===== src/rtl/pcm_frame_sched_pkg.sv =====
// Shared types and constants for the PCM frame scheduler.
package pcm_frame_sched_pkg;

  localparam int unsigned DEF_N_CHAN  = 12;
  localparam int unsigned DEF_FRAMES  = 32;
  localparam int unsigned DEF_HDR_LEN = 14;
  localparam int unsigned DEF_ADDR_W  = 11;

  typedef enum logic [2:0] {
    IDLE,
    WR_LO,
    WR_HI,
    CHECK,
    START
  } sched_state_e;

  function automatic int unsigned payload_bytes(input int unsigned n_chan,
                                                input int unsigned frames);
    return 2 * n_chan * frames;
  endfunction

  function automatic int unsigned bank_size(input int unsigned addr_w);
    return 1 << (addr_w - 1);
  endfunction

  localparam int unsigned PAYLOAD_BYTES = payload_bytes(DEF_N_CHAN, DEF_FRAMES);
  localparam int unsigned BANK_SIZE     = bank_size(DEF_ADDR_W);

endpackage


===== src/rtl/pcm_frame_sched_if.sv =====
// BRAM write port and transmitter handshake of the PCM frame scheduler.
interface pcm_frame_sched_if #(
  parameter int unsigned ADDR_W = 11
);

  logic              wr_en;
  logic [ADDR_W-1:0] wr_addr;
  logic [7:0]        wr_data;
  logic              tx_start;
  logic              tx_bank;
  logic              tx_busy;

  modport master (
    output wr_en,
    output wr_addr,
    output wr_data,
    output tx_start,
    output tx_bank,
    input  tx_busy
  );

  modport slave (
    input  wr_en,
    input  wr_addr,
    input  wr_data,
    input  tx_start,
    input  tx_bank,
    output tx_busy
  );

endinterface


===== src/rtl/pcm_frame_sched_sat_counter16.sv =====
// 16-bit event counter with synchronous clear that sticks at 0xFFFF.
module sat_counter16 (
  input  logic        clk,
  input  logic        rst,
  input  logic        clr,
  input  logic        en,
  output logic [15:0] cnt
);

  logic [15:0] cnt_q;
  logic [15:0] cnt_d;

  // Next count: clear wins, otherwise increment unless already saturated.
  always_comb begin
    cnt_d = cnt_q;
    if (clr) begin
      cnt_d = '0;
    end else if (en && (cnt_q != '1)) begin
      cnt_d = cnt_q + 16'd1;
    end
  end

  // Count register.
  always_ff @(posedge clk) begin
    if (rst) begin
      cnt_q <= '0;
    end else begin
      cnt_q <= cnt_d;
    end
  end

  assign cnt = cnt_q;

endmodule


===== src/rtl/pcm_frame_sched.sv =====
// PCM packet scheduler: snapshots channel samples on each strobe, writes them
// as little-endian bytes into a ping-pong BRAM bank and hands full banks to
// the Ethernet transmitter.
module pcm_frame_sched
  import pcm_frame_sched_pkg::*;
#(
  parameter int unsigned N_CHAN  = DEF_N_CHAN,
  parameter int unsigned FRAMES  = DEF_FRAMES,
  parameter int unsigned HDR_LEN = DEF_HDR_LEN,
  parameter int unsigned ADDR_W  = DEF_ADDR_W
) (
  input  logic                  clk,
  input  logic                  rst,
  input  logic                  pcm_stb,
  input  logic [16*N_CHAN-1:0]  pcm_flat,
  pcm_frame_sched_if.master     bus,
  output logic [15:0]           miss_cnt,
  output logic [15:0]           drop_cnt
);

  localparam int unsigned CHAN_W     = (N_CHAN > 1) ? $clog2(N_CHAN) : 1;
  localparam int unsigned FRAME_W    = (FRAMES > 1) ? $clog2(FRAMES) : 1;
  localparam int unsigned BANK_BYTES = bank_size(ADDR_W);

  localparam logic [CHAN_W-1:0]  LAST_CHAN  = CHAN_W'(N_CHAN - 1);
  localparam logic [FRAME_W-1:0] LAST_FRAME = FRAME_W'(FRAMES - 1);

  // First payload byte address of a bank.
  function automatic logic [ADDR_W-1:0] bank_base(input logic b);
    return b ? ADDR_W'(BANK_BYTES + HDR_LEN) : ADDR_W'(HDR_LEN);
  endfunction

  sched_state_e                   state_q,   state_d;
  logic [CHAN_W-1:0]              chan_q,    chan_d;
  logic [FRAME_W-1:0]             frame_q,   frame_d;
  logic                           bank_q,    bank_d;
  logic                           tx_bank_q, tx_bank_d;
  logic [ADDR_W-1:0]              ptr_q,     ptr_d;
  logic [N_CHAN-1:0][15:0]        shadow_q,  shadow_d;
  logic                           wr_en_q,   wr_en_d;
  logic [ADDR_W-1:0]              wr_addr_q, wr_addr_d;
  logic [7:0]                     wr_data_q, wr_data_d;

  logic tx_start;
  logic miss_inc;
  logic drop_inc;

  // FSM next state, byte pointer and write-port values.
  // Write outputs are loaded from the transition into WR_LO/WR_HI rather than
  // decoded from the current state, so byte k lands k+1 cycles after the strobe.
  always_comb begin
    state_d   = state_q;
    chan_d    = chan_q;
    frame_d   = frame_q;
    bank_d    = bank_q;
    tx_bank_d = tx_bank_q;
    ptr_d     = ptr_q;
    shadow_d  = shadow_q;
    wr_en_d   = 1'b0;
    wr_addr_d = wr_addr_q;
    wr_data_d = wr_data_q;
    tx_start  = 1'b0;
    drop_inc  = 1'b0;
    miss_inc  = pcm_stb && (state_q != IDLE);

    case (state_q)
      IDLE: begin
        if (pcm_stb) begin
          shadow_d  = pcm_flat;
          chan_d    = '0;
          state_d   = WR_LO;
          wr_en_d   = 1'b1;
          wr_addr_d = ptr_q;
          wr_data_d = pcm_flat[7:0];
          ptr_d     = ptr_q + 1'b1;
        end
      end
      WR_LO: begin
        state_d   = WR_HI;
        wr_en_d   = 1'b1;
        wr_addr_d = ptr_q;
        wr_data_d = shadow_q[chan_q][15:8];
        ptr_d     = ptr_q + 1'b1;
      end
      WR_HI: begin
        if (chan_q == LAST_CHAN) begin
          state_d = CHECK;
        end else begin
          chan_d    = chan_q + 1'b1;
          state_d   = WR_LO;
          wr_en_d   = 1'b1;
          wr_addr_d = ptr_q;
          wr_data_d = shadow_q[chan_d][7:0];
          ptr_d     = ptr_q + 1'b1;
        end
      end
      CHECK: begin
        if (frame_q != LAST_FRAME) begin
          frame_d = frame_q + 1'b1;
          state_d = IDLE;
        end else begin
          state_d = START;
        end
      end
      START: begin
        frame_d = '0;
        state_d = IDLE;
        if (!bus.tx_busy) begin
          tx_start  = 1'b1;
          tx_bank_d = bank_q;
          bank_d    = ~bank_q;
          ptr_d     = bank_base(~bank_q);
        end else begin
          drop_inc = 1'b1;
          ptr_d    = bank_base(bank_q);
        end
      end
      default: begin
        state_d = IDLE;
      end
    endcase
  end

  // State, pointer, snapshot and registered write-port flops.
  always_ff @(posedge clk) begin
    if (rst) begin
      state_q   <= IDLE;
      chan_q    <= '0;
      frame_q   <= '0;
      bank_q    <= 1'b0;
      tx_bank_q <= 1'b1;
      ptr_q     <= bank_base(1'b0);
      shadow_q  <= '0;
      wr_en_q   <= 1'b0;
      wr_addr_q <= '0;
      wr_data_q <= '0;
    end else begin
      state_q   <= state_d;
      chan_q    <= chan_d;
      frame_q   <= frame_d;
      bank_q    <= bank_d;
      tx_bank_q <= tx_bank_d;
      ptr_q     <= ptr_d;
      shadow_q  <= shadow_d;
      wr_en_q   <= wr_en_d;
      wr_addr_q <= wr_addr_d;
      wr_data_q <= wr_data_d;
    end
  end

  assign bus.wr_en    = wr_en_q;
  assign bus.wr_addr  = wr_addr_q;
  assign bus.wr_data  = wr_data_q;
  assign bus.tx_start = tx_start;
  // The bank being started is visible in the same cycle as the start pulse.
  assign bus.tx_bank  = tx_start ? bank_q : tx_bank_q;

  sat_counter16 u_miss_cnt (
    .clk (clk),
    .rst (rst),
    .clr (1'b0),
    .en  (miss_inc),
    .cnt (miss_cnt)
  );

  sat_counter16 u_drop_cnt (
    .clk (clk),
    .rst (rst),
    .clr (1'b0),
    .en  (drop_inc),
    .cnt (drop_cnt)
  );

endmodule


===== src/flat_wrapper.sv =====
// flat-port wrapper written by rule: the top's interface ports become plain ports
module pcm_frame_sched_flat import pcm_frame_sched_pkg::*;
#(
  parameter int unsigned N_CHAN  = DEF_N_CHAN,
  parameter int unsigned FRAMES  = DEF_FRAMES,
  parameter int unsigned HDR_LEN = DEF_HDR_LEN,
  parameter int unsigned ADDR_W  = DEF_ADDR_W
)
  (clk, rst, pcm_stb, pcm_flat, miss_cnt, drop_cnt, bus_wr_en, bus_wr_addr, bus_wr_data, bus_tx_start, bus_tx_bank, bus_tx_busy);
  pcm_frame_sched_if #(.ADDR_W(ADDR_W)) bus_i ();
  input  logic clk;
  input  logic rst;
  input  logic pcm_stb;
  input  logic [16*N_CHAN-1:0] pcm_flat;
  output logic [15:0] miss_cnt;
  output logic [15:0] drop_cnt;
  output wire logic [$bits(bus_i.wr_en)-1:0] bus_wr_en;
  output wire logic [$bits(bus_i.wr_addr)-1:0] bus_wr_addr;
  output wire logic [$bits(bus_i.wr_data)-1:0] bus_wr_data;
  output wire logic [$bits(bus_i.tx_start)-1:0] bus_tx_start;
  output wire logic [$bits(bus_i.tx_bank)-1:0] bus_tx_bank;
  input wire logic [$bits(bus_i.tx_busy)-1:0] bus_tx_busy;
  assign bus_wr_en = bus_i.wr_en;
  assign bus_wr_addr = bus_i.wr_addr;
  assign bus_wr_data = bus_i.wr_data;
  assign bus_tx_start = bus_i.tx_start;
  assign bus_tx_bank = bus_i.tx_bank;
  assign bus_i.tx_busy = bus_tx_busy;
  pcm_frame_sched #(.N_CHAN(N_CHAN), .FRAMES(FRAMES), .HDR_LEN(HDR_LEN), .ADDR_W(ADDR_W)) u_core (.clk(clk), .rst(rst), .pcm_stb(pcm_stb), .pcm_flat(pcm_flat), .bus(bus_i), .miss_cnt(miss_cnt), .drop_cnt(drop_cnt));
endmodule

===== config.mk =====
export PLATFORM = sky130hd
export DESIGN_NAME = pcm_frame_sched_flat
export DESIGN_NICKNAME = d
export VERILOG_FILES = /design/src/rtl/pcm_frame_sched_pkg.sv /design/src/rtl/pcm_frame_sched_if.sv /design/src/rtl/pcm_frame_sched_sat_counter16.sv /design/src/rtl/pcm_frame_sched.sv /design/src/flat_wrapper.sv
export SDC_FILE = /design/constraint.sdc
export NUM_CORES = 1
export LEC_CHECK = 0
export BUFFER_PORTS_ARGS = -buffer_cell sky130_fd_sc_hd__buf_2
export CAP_MARGIN = 10
export CELL_PAD_IN_SITES_DETAIL_PLACEMENT = 0
export CELL_PAD_IN_SITES_GLOBAL_PLACEMENT = 2
export CORE_ASPECT_RATIO = 0.6
export CORE_MARGIN = 2
export CORE_UTILIZATION = 34
export CTS_CLUSTER_SIZE = 28
export DETAILED_ROUTE_END_ITERATION = 10
export GPL_ROUTABILITY_DRIVEN = 0
export GPL_TIMING_DRIVEN = 0
export PLACE_DENSITY_LB_ADDON = 0.1
export SLEW_MARGIN = 40
export SYNTH_ARGS = -nofsm -noshare
export SYNTH_HDL_FRONTEND = slang
export SYNTH_SLANG_ARGS = --single-unit

===== constraint.sdc =====
create_clock -name clk -period 5.6 [get_ports clk]
set_clock_uncertainty 0.15 [all_clocks]
set_input_delay 1.12 -clock clk [delete_from_list [all_inputs] [get_ports clk]]
set_output_delay 1.12 -clock clk [all_outputs]
set_load 0.03 [all_outputs]

# --- Word level (Yosys, flattened, before mapping) ---
# Cells that the tools add are included.
op_classes:
  n_addsub: 5
  order_cmp: 2
  eq_ne: 11
  mux: 33
  bitwise_logic: 2
  n_reduce_logical: 15
op_table:
  columns: ["op", "n"]
  rows:
  - ["$bmux W16 S4", 2]
  - ["$mux W11", 7]
  - ["$pmux W11 S4", 1]
  - ["$pmux W11 S3", 1]
  - ["$add A16 B1 Y16 const B", 2]
  - ["$ne A16 B16 Y1 const B", 2]
  - ["$mux W8", 3]
  - ["$pmux W8 S3", 1]
  - ["$mux W16", 1]
  - ["$pmux W3 S4", 1]
  - ["$add A11 B1 Y11 const B", 1]
  - ["$lt A4 B5 Y1 const B", 2]
  - ["$pmux W5 S2", 1]
  - ["$reduce_and A3 Y1", 3]
  - ["$mux W4", 2]
  - ["$pmux W4 S2", 1]
  - ["$mux W1", 7]
  - ["$eq A3 B2 Y1 const B", 2]
  - ["$mux W3", 2]
  - ["$reduce_and A2 Y1", 3]
  - ["$reduce_bool A3 Y1", 2]
  - ["$add A5 B1 Y5 const B", 1]
  - ["$mux W5", 1]
  - ["$ne A5 B5 Y1 const B", 1]
  - ["13 further kinds", 18]
word_totals:
  reg_bits: 269
  inputBits: 196
  out_inout_bits: 54
  elab_cells: 91

# --- Logic depth before layout (Yosys ltp) ---
# Gate-level depths: netlist of the first run.
logic_depth:
  ltp_word: 5
  ltp_mapped: 9
  mapped_depth_nobuf: 7

# --- By module ---
# Synthesis of the first run repeated with hierarchy kept, for this count alone.
hier_totals:
  hier_cells: 1457
  hier_area_um2: 12139.1
modules_own_cells:
  columns: ["module", "n_inst", "cells_each", "area_each_um2", "seq_area_each_um2"]
  rows:
  - ["pcm_frame_sched", 1, 1253, 10304.9, 4744.6]
  - ["sat_counter16", 2, 102, 917.1, 320.3]

# --- Least setup slack after synthesis of the first run ---
# Ideal clock, no wire load.
synth_path:
  path_kind: "input -> output"
  start: "input bus_tx_busy"
  end: "output bus_tx_bank"
  arrival_ps: 2127
  path_slack_ps: 2203
  stages: 2
  cell_sequence: "nor2_1 -> mux2_2"
synth_via:
  elab_chain_len: 3
synth_lines:
  columns: ["item", "line", "rtl"]
  rows:
  - ["start, declared", "flat_wrapper.sv:22", "input wire logic [$bits(bus_i.tx_busy)-1:0] bus_tx_busy;"]
  - ["$mux W1", "pcm_frame_sched.sv:108", "if (!bus.tx_busy) begin"]
  - ["$mux W1", "pcm_frame_sched.sv:66", "case (state_q)"]
  - ["$mux W1", "pcm_frame_sched.sv:156", "assign bus.tx_bank = tx_start ? bank_q : tx_bank_q;"]
  - ["end, declared", "flat_wrapper.sv:21", "output wire logic [$bits(bus_i.tx_bank)-1:0] bus_tx_bank;"]
# Every way passes these cells.

# --- Worst setup path after layout of the first run ---
layout_path:
  start: "register u_core.state_q[2]"
  end: "output bus_tx_bank"
layout_via:
  elab_chain_len: 3
layout_lines:
  columns: ["item", "line", "rtl"]
  rows:
  - ["start, declared", "pcm_frame_sched.sv:33", "sched_state_e state_q, state_d;"]
  - ["start signal, assigned", "pcm_frame_sched.sv:138", "state_q <= state_d;"]
  - ["$eq A3 B3 Y1", "pcm_frame_sched.sv:66", null]
  - ["$mux W1", "pcm_frame_sched.sv:66", null]
  - ["$mux W1", "pcm_frame_sched.sv:156", null]
# Every way passes these cells.

==> results.json, run 1 <==
{
  "outcome": "completed",
  "synth_top_area_share_pct": 45.7,
  "powerDensity_nw_per_um2": 326,
  "final_cell_count_no_fill": 2181,
  "pwr-share-comb_pct": 12.2,
  "vdd_drop_max_v": 0.000244,
  "dieArea_um2": 36200,
  "rows": 52,
  "drive_gt1_share_pct": 21.5,
  "yosys.area.top_type": "dfxtp_1",
  "hp-class": "reg2reg",
  "io-pin-count": 250,
  "portBuffers": 248,
  "ys_seq_elements": 269,
  "clock-sinks": 269,
  "syn_area_per_cell_um2": 8.28,
  "first_global_vias": 10505,
  "post_cts_buffers": 0,
  "cts_resized": 0,
  "vias": 11029,
  "firstDrtPassIters": 6,
  "drt_iter0_drc": 857,
  "clock_latency_ps": 560,
  "vias_per_cell": 5.06,
  "seq_area_frac_synth_pct": 45.7,
  "syn_inst": 1424,
  "ys_async_sr_fraction_pct": 0,
  "postRouteAntennaNets": 0,
  "power.share.clock_pct": 44.2,
  "ys_warn_count": 0,
  "cts_max_path_buffers": 3,
  "grt_max_degree": 14,
  "overflow": 0,
  "cts_tree": "yes",
  "post-route-period-util_pct": 65.8,
  "antenna_found_initial": 0,
  "fmax_mhz": 271,
  "start_util_pct": 34.8,
  "hold_violations": 0,
  "endpoint_kind": "output pin",
  "synth.net_count": 1626,
  "grt_pass1_wl_mm": 63.9,
  "diodes": 0,
  "syn_area_um2": 11800,
  "wl_per_cell_um": 19.9,
  "nNetsFinal": 1904,
  "cts_hold_buf": 0,
  "rsz0062_at_grt": "false",
  "path_class": "reg2out",
  "synth_cell_types": 60,
  "drt_wl_total_mm": 43.5,
  "core_um2": 33900,
  "path_max_fanout": 10,
  "finalSetupViolCount": 0,
  "power_leakage_uw": 0.00575,
  "clockRootBuffer": "clkbuf_16",
  "chipHeight_um": 148,
  "required_ps": 4330,
  "drv_cap": 0,
  "holdWs_ps": 300,
  "relSlewSlack_pct": 43.4,
  "swShare_pct": 25.9,
  "place_inst": 2131,
  "min_period_ps": 3690,
  "drc": 0,
  "fp.dieW_um": 244,
  "grt.total_usage_pct": 23.5,
  "cp.arrival_ps": 2420,
  "drv_slew": 0,
  "fin_tns_setup_ps": 0,
  "h-tree-depth": 1,
  "synth_edf_count": 0,
  "clkTransAtPathRegs_ps": 60,
  "p_int_uw": 3540,
  "area.growth.synth_to_final_pct": 24.3,
  "dpl.hpwl_mm": 34.1,
  "p_seq_share_pct": 43.7,
  "max_slew.worst_pin.slew_ps": 827,
  "synth_flop_cell": "dfxtp_1",
  "cp-start-kind": "flip-flop",
  "switchingPower_uw": 1240,
  "synth.area.top_cells": "dfxtp_1, nand2_1, a21oi_1",
  "cts_made_buffers": 28
}
state kept, by name (all words and copies together) (netlist names):
| name | flops |
|---|---|
| u_core.shadow_q | 192 |
| u_core.u_miss_cnt.cnt | 16 |
| u_core.state_q | 3 |
| u_core.bus.wr_data | 8 |
| u_core.tx_bank_q | 1 |
| u_core.frame_q | 5 |
| u_core.bus.wr_en | 1 |
| u_core.bus.wr_addr | 11 |
| u_core.u_drop_cnt.cnt | 16 |
| u_core.bank_q | 1 |
| u_core.ptr_q | 11 |
| u_core.chan_q | 4 |
cell usage in the layout, fill, tap and decap left out, drive strengths merged, types with 6 or more instances in the layout:
cell type and count:
nand2 434, buf 292, dfxtp 269, a21oi 215
clkbuf 105, nor2 61, mux2i 50, nand3 25
xor2 23, a31oi 23, xnor2 20, nor2b 18
mux4 18, a22oi 16, a2111oi 16, nor3 9
nand4 9, o211ai 8, o21bai 8, a221oi 7
a221o 7, and3 6, ha 6, bufinv 6
and2 6, o21ai 6, nor4 6
cell families (layout without fill, tap and decap cells):
| family | after synthesis | count (layout) | share of synthesized area (%) |
|---|---|---|---|
| AO/OA/AOI/OAI | 322 | 322 | 16.2 |
| buffers and inverters | 114 | 412 | 4.66 |
| AND/OR/NAND/NOR | 601 | 601 | 21.8 |
| XOR/XNOR | 43 | 43 | 3.20 |
| multiplexers | 69 | 69 | 7.78 |
| adder cells (fa/ha/maj) | 6 | 6 | 0.637 |
| flip-flops | 269 | 269 | 45.7 |
per-stage QoR:
step                      setup slack, ps  utilization (%)  total power, uW  cell area [um^2]
after floorplan                      2200                -             2450             11800
after global placement               2240             40.1             2700             13600
after detailed placement             2250             40.2             2710             13600
after CTS                            1910             43.2             4810             14600
after global routing                 1780             43.2             4960             14700
final                                1910             43.2             4780             14700
final timing paths:
path	start	end	slack [ps]	depth (start not counted)
hold / removal	u_core.bus.wr_addr[4]	u_core.bus.wr_addr[4]	300	2
hold reg to reg	u_core.bus.wr_addr[4]	u_core.bus.wr_addr[4]	300	2
setup / recovery	u_core.state_q[2]	bus_tx_bank	1910	6
setup reg to reg	u_core.chan_q[1]	u_core.bus.wr_data[3]	2420	8
cell usage after synthesis, types with 20 or more instances:
cell,n
nor2_1,60
mux2i_1,50
dfxtp_1,269
a31oi_1,23
a21oi_1,215
xor2_1,23
xnor2_1,20
clkbuf_1,66
nand2_1,434
nand3_1,25
buf_4,23
worst max-delay path: stages (launching register included):
cell and delay (ps):
dfxtp_1 350, buf_4 200, inv_2 70, or3_1 420, nor2_1 240, mux2_2 390
buf_2 180
area by class of cell:
| class | instances | area [um^2] |
|---|---|---|
| clock inverters | 11 | 205 |
| flip-flops and latches | 269 | 5390 |
| repair buffers | 248 | 1240 |
| well taps | 459 | 574 |
| clock buffers | 39 | 833 |
| fillers | 3534 | 19200 |
| plain buffers | 110 | 536 |
| inverters | 4 | 15.0 |
| multi-input cells | 1041 | 5860 |
power groups by stage:
| stage | sequential (uW) | clock [uW] | combinational, uW |
|---|---|---|---|
| 3_3_place_gp | 2130 | 0 | 576 |
| 2_1_floorplan | 2130 | 0 | 320 |
| 3_5_place_dp | 2130 | 0 | 579 |
| 4_1_cts | 2090 | 2140 | 581 |
| 5_1_grt | 2100 | 2220 | 638 |
| 6_report | 2090 | 2110 | 581 |
metal layers:
metal,global-route usage [%],wire length (um)
met5,0,0
met3,4.67,2930
met2,32.7,17200
met1,36.7,22500
met4,4.82,780
(Power assumes the default switching activity.)
==> inputs of run 2 (changes only) <==
Settings changed: CORE_UTILIZATION 34 to 32.
Clock period 5.6 ns to 3.8 ns, I/O delays scaled along.
==> run 2 against run 1 <==
Critical path depth unchanged. Largest power group is now sequential cells. Clock-buffer cell count rose by 2. Via count barely moved. Worst setup slack lost 1400 ps.
==> results.json, run 2 (same netlist as run 1, synthesis figures left out) <==
{
  "fin_tns_setup_ps": 0,
  "nNetsFinal": 1904,
  "drive_gt1_share_pct": 21.5,
  "hp-class": "in2reg",
  "path_class": "reg2out",
  "drt_wl_total_mm": 44.5,
  "clock_latency_ps": 550,
  "cp.arrival_ps": 2380,
  "cts_made_buffers": 28,
  "powerDensity_nw_per_um2": 469,
  "place_inst": 2148,
  "dieArea_um2": 38400,
  "fmax_mhz": 304,
  "relSlewSlack_pct": 43.1,
  "post-route-period-util_pct": 86.5,
  "post-place-ws_ps": 726,
  "timing.rr.start": "u_core.chan_q[1]",
  "finalSetupViolCount": 0,
  "min_to": "u_core.shadow_q[47]",
  "drc": 0,
  "drv_cap": 0,
  "hold_path_depth": 3,
  "post-route-cell-area_um2": 14600,
  "cts_resized": 0,
  "wl_per_cell_um": 20.2,
  "outcome": "completed",
  "largest_register_ffs": 192,
  "post_cts_buffers": 0,
  "cts_max_path_buffers": 3,
  "clock-sinks": 269,
  "path_max_fanout": 10,
  "vias_per_cell": 5.02,
  "final_cell_count_no_fill": 2200,
  "cts_tree": "yes",
  "drv_slew": 0,
  "cp_slowest_stage_delay_ps": 410,
  "r2r_end": "u_core.bus.wr_data[7]",
  "reg2reg_setup_slack_ps": 740,
  "holdWs_ps": 295,
  "r2r_cells": 8,
  "start_util_pct": 32.5,
  "portBuffers": 248,
  "diodes": 0,
  "overflow": 0,
  "cts_hold_buf": 0,
  "area.growth.synth_to_final_pct": 23.9,
  "clkTransAtPathRegs_ps": 70,
  "final_cell_mix": "nand2_1, dfxtp_1, buf_2",
  "cp-start-kind": "flip-flop",
  "worstHoldStart": "pcm_flat[47]",
  "postRouteAntennaNets": 0,
  "chipHeight_um": 153,
  "dpl.hpwl_mm": 35.0,
  "firstDrtPassIters": 5,
  "place_area_um2": 13600,
  "first_global_vias": 10639,
  "power_leakage_uw": 0.00572,
  "hold_violations": 0,
  "clockRootBuffer": "clkbuf_16",
  "grt.total_usage_pct": 22.9,
  "setup_ws_ps": 513,
  "antenna_found_initial": 0,
  "max_slew.worst_pin.slew_ps": 850,
  "min_period_ps": 3290,
  "rows": 54,
  "grt_pass1_wl_mm": 66.4,
  "drt_iter0_drc": 735,
  "regMostFlops": "u_core.shadow_q",
  "crit_chain": "buf_4 > inv_2 > or3_1 > nor2_1 > mux2_2 > buf_2",
  "io-pin-count": 250,
  "endpoint_kind": "output pin",
  "core_um2": 36300,
  "required_ps": 2890,
  "vdd_drop_max_v": 0.000291,
  "layout_commonest_cell": "nand2_1",
  "grt_max_degree": 14,
  "slowest_stage": "or3_1",
  "vias": 11038,
  "fp.dieW_um": 252,
  "rsz0062_at_grt": "false",
  "h-tree-depth": 1
}
run 2: layout make-up:
class / instances / area, um^2
fill: 3841 / 21700
clock buffer: 41 / 831
inverter: 4 / 15.0
sequential: 269 / 5390
buffer: 110 / 537
multi-input combinational: 1041 / 5860
timing repair buffer: 248 / 1240
tap: 476 / 596
clock inverter: 11 / 133
run 2: how the worst max path moves through the flow:
stage / startpoint / endpoint / slack, ps
after floorplan: u_core.state_q[2] / bus_tx_bank / 960
after global placement: u_core.chan_q[1] / u_core.bus.wr_data[7] / 750
after detailed placement: u_core.chan_q[1] / u_core.bus.wr_data[2] / 730
after CTS: u_core.state_q[2] / bus_tx_bank / 480
after global routing: u_core.state_q[2] / bus_tx_bank / 380
final: u_core.state_q[2] / bus_tx_bank / 510
run 2: worst max-delay path: cells and delay by family, from the launching register on:
family | cells | cell delay, ps
and+or+nand+nor | 2 | 650
DFF | 1 | 340
muxes | 1 | 390
buffers and inverters | 3 | 450
run 2: metrics by stage:
stage	utilization (%)	total power, uW
after floorplan	-	3610
after global placement	37.5	3990
after detailed placement	37.6	4000
after CTS	40.2	6910
after global routing	40.2	7130
final	40.2	6840
run 2: power by group:
| part | switching, uW | total (uW) | internal (uW) |
|---|---|---|---|
| logic | 545 | 857 | 312 |
| clock network | 1190 | 2910 | 1720 |
| registers | 101 | 3080 | 2980 |
run 2: metal layers:
metal  track usage, %  wire length (um)  up-vias
li1                 -                 -     5458
met1             36.5             23200     5202
met2             32.3             17700      332
met3             3.45              2820       46
met4             4.02               744        0
met5                0                 0        -
==> inputs of run 3 (changes only) <==
Settings changed: SYNTH_HIERARCHICAL from default to 1.
==> run 3 against run 2 <==
Sequential share of layout area decreased by 1.1 points. Power grew 1.7%. Combinational power up 15%. Non-clock buffer count down 1. Final cell count increased by 4.0%. Cell area rose by 3.1%. Critical endpoint unchanged. Largest cell class unchanged. Largest power group unchanged.
==> results.json, run 3 <==
{
  "outcome": "completed",
  "r2r_end": "u_core/bus.wr_data[7]",
  "required_ps": 2890,
  "seq_area_frac_synth_pct": 44.4,
  "synth_edf_count": 0,
  "drt_iter0_drc": 852,
  "synth_top_area_share_pct": 44.4,
  "clock-sinks": 269,
  "wl_per_cell_um": 20.5,
  "cts_max_path_buffers": 3,
  "synth.most_common_cell": "nand2_1",
  "place_area_um2": 14100,
  "clkTransAtPathRegs_ps": 60,
  "synth_compound_area_share_pct": 17.6,
  "cp-start-kind": "flip-flop",
  "cts_hold_buf": 0,
  "overflow": 0,
  "h-tree-depth": 1,
  "synthTopCellsByCount": "nand2_1, dfxtp_1, a21oi_1, mux2i_1, clkbuf_1",
  "layout_commonest_cell": "nand2_1",
  "crit_buf_inv": 2,
  "endpoint_kind": "output pin",
  "ys_async_sr_fraction_pct": 0,
  "firstDrtPassIters": 5,
  "post_cts_buffers": 0,
  "portBuffers": 249,
  "syn_area_per_cell_um2": 8.33,
  "dieArea_um2": 39600,
  "fmax_mhz": 309,
  "vias_per_cell": 5.04,
  "min_period_ps": 3240,
  "post-route-cell-area_um2": 15000,
  "reg2reg_setup_slack_ps": 860,
  "core_um2": 37500,
  "grt_pass1_wl_mm": 68.1,
  "drt_wl_total_mm": 47.0,
  "vdd_drop_max_v": 0.000302,
  "timing.rr.start": "u_core/chan_q[1]",
  "min_to": "u_core/shadow_q[21]",
  "clockRootBuffer": "clkbuf_16",
  "rows": 55,
  "synth.area.top_cells": "dfxtp_1, nand2_1, a21oi_1",
  "path_max_fanout": 10,
  "clock_latency_ps": 560,
  "powerDensity_nw_per_um2": 463,
  "p_total_uw": 6960,
  "synth_fa_ha_area_share_pct": 0.711,
  "cts_tree": "yes",
  "cp_slowest_stage_delay_ps": 390,
  "postRouteAntennaNets": 0,
  "drc": 0,
  "first_global_vias": 10763,
  "io-pin-count": 250,
  "finalSetupViolCount": 0,
  "path_class": "reg2out",
  "drv_slew": 0,
  "largest_register_ffs": 192,
  "cts_made_buffers": 28,
  "relSlewSlack_pct": 43.7,
  "synth_cell_types": 74,
  "start_util_pct": 32.4,
  "regMostFlops": "u_core/shadow_q",
  "hp-class": "in2reg",
  "hold_path_depth": 3,
  "slowest_stage": "dfxtp_1",
  "cp.arrival_ps": 2330,
  "crit_top_cell": "nor2_1",
  "antenna_found_initial": 3,
  "nNetsFinal": 1952,
  "drv_cap": 0,
  "synth_flop_cell": "dfxtp_1",
  "synth_simple_gate_area_share_pct": 23.1,
  "dpl.hpwl_mm": 37.1,
  "final_core_util_pct": 40.1,
  "ys_warn_count": 6,
  "power_leakage_uw": 0.00592,
  "vias": 11531,
  "hold_violations": 0,
  "synth_xor_area_share_pct": 1.01,
  "chipHeight_um": 155,
  "grt_max_degree": 18,
  "syn_area_um2": 12100,
  "area.growth.synth_to_final_pct": 23.9,
  "cp-startpoint": "u_core/state_q[0]",
  "r2r_cells": 6,
  "path_delay_family": "simple AND/OR/NAND/NOR gates",
  "muxShareOfSynthArea_pct": 8.66,
  "fp.dieW_um": 255,
  "synth_top_family_by_area": "simple AND/OR/NAND/NOR gates",
  "cp.depth": 6,
  "rsz0062_at_grt": "false",
  "nFillCells": 3952,
  "post-route-period-util_pct": 85.1,
  "crit_chain": "buf_4 > nor2_1 > nand2_1 > nor2_1 > mux2_2 > buf_2",
  "final_cell_mix": "nand2_1, buf_2, dfxtp_1",
  "ys_seq_elements": 269,
  "fin_tns_setup_ps": 0,
  "max_slew.worst_pin.slew_ps": 845,
  "yosys.area.top_type": "dfxtp_1",
  "cts_resized": 0,
  "grt.total_usage_pct": 23.1,
  "syn_inst": 1457,
  "drive_gt1_share_pct": 23.1,
  "worstHoldStart": "pcm_flat[21]"
}
-- run 3: cell count changes in the layout (fill, tap and decap cells not counted), moves of 11 or more --
cell / before / now
xor2_1: 23 / 5
clkbuf_1: 70 / 51
nand2_1: 434 / 447
a21oi_1: 215 / 229
o21ai_0: 5 / 17
conb_1: 0 / 14
or3_1: 1 / 12
buf_4: 23 / 6
nor2_1: 60 / 26
buf_2: 264 / 287
xnor2_1: 20 / 9
-- run 3: per-layer routing --
| layer | GRT usage [%] | up-vias | share of wire, % |
|---|---|---|---|
| met1 | 36.6 | 5455 | 53 |
| met4 | 4.71 | 0 | 1.9 |
| met5 | 0 | - | 0 |
| met2 | 30.4 | 360 | 38 |
| met3 | 5.82 | 52 | 8.0 |
| li1 | - | 5664 | - |
-- run 3: cell families (layout without fill, tap and decap cells) --
family,count (synthesis),in the layout
simple gates,614,614
flops,269,269
compound gates,356,356
mux,84,84
xor+xnor,14,14
fa+ha+maj,7,7
other cells,1,18
buf+inv,112,413
-- run 3: report_power, final --
| part | switching (uW) | internal [uW] | total, uW |
|---|---|---|---|
| Sequential | 112 | 2990 | 3100 |
| Clock | 1190 | 1690 | 2880 |
| Combinational | 643 | 341 | 984 |
| Total | 1940 | 5020 | 6960 |
-- run 3: worst reg2reg max path, stage by stage, from the launching register on --
cell      delay [ps]
dfxtp_1          390
ha_1             390
buf_2            280
buf_2            380
mux2i_1          580
a311oi_1         290
a221o_1          360
-- run 3: worst max path at each step --
stage	slack (ps)	end
floorplan	1090	bus_tx_bank
global placement	540	u_core/shadow_q[77]
detailed placement	540	u_core/shadow_q[72]
CTS	520	bus_tx_bank
global route	440	bus_tx_bank
finish	560	bus_tx_bank
-- run 3: final cells by class --
type / count / area [um^2] / share of cell area, %
Tap cell: 513 / 642 / 4.27
Clock buffer: 39 / 813 / 5.41
Clock inverter: 12 / 138 / 0.915
Buffer: 107 / 531 / 3.53
Timing Repair Buffer: 250 / 1250 / 8.33
Antenna cell: 4 / 10.0 / 0.0665
Inverter: 5 / 18.8 / 0.125
Multi-Input combinational cell: 1089 / 6250 / 41.6
Sequential cell: 269 / 5390 / 35.8
-- run 3: per-stage QoR --
| step | cells | setup WS (ps) | hold WS, ps |
|---|---|---|---|
| after global routing | 2287 | 442 | 274 |
| final | 2288 | 565 | 285 |
| after global placement | 2232 | 537 | 290 |
| after CTS | 2284 | 517 | 259 |
| after floorplan | 1470 | 1090 | 282 |
| after detailed placement | 2233 | 536 | 294 |
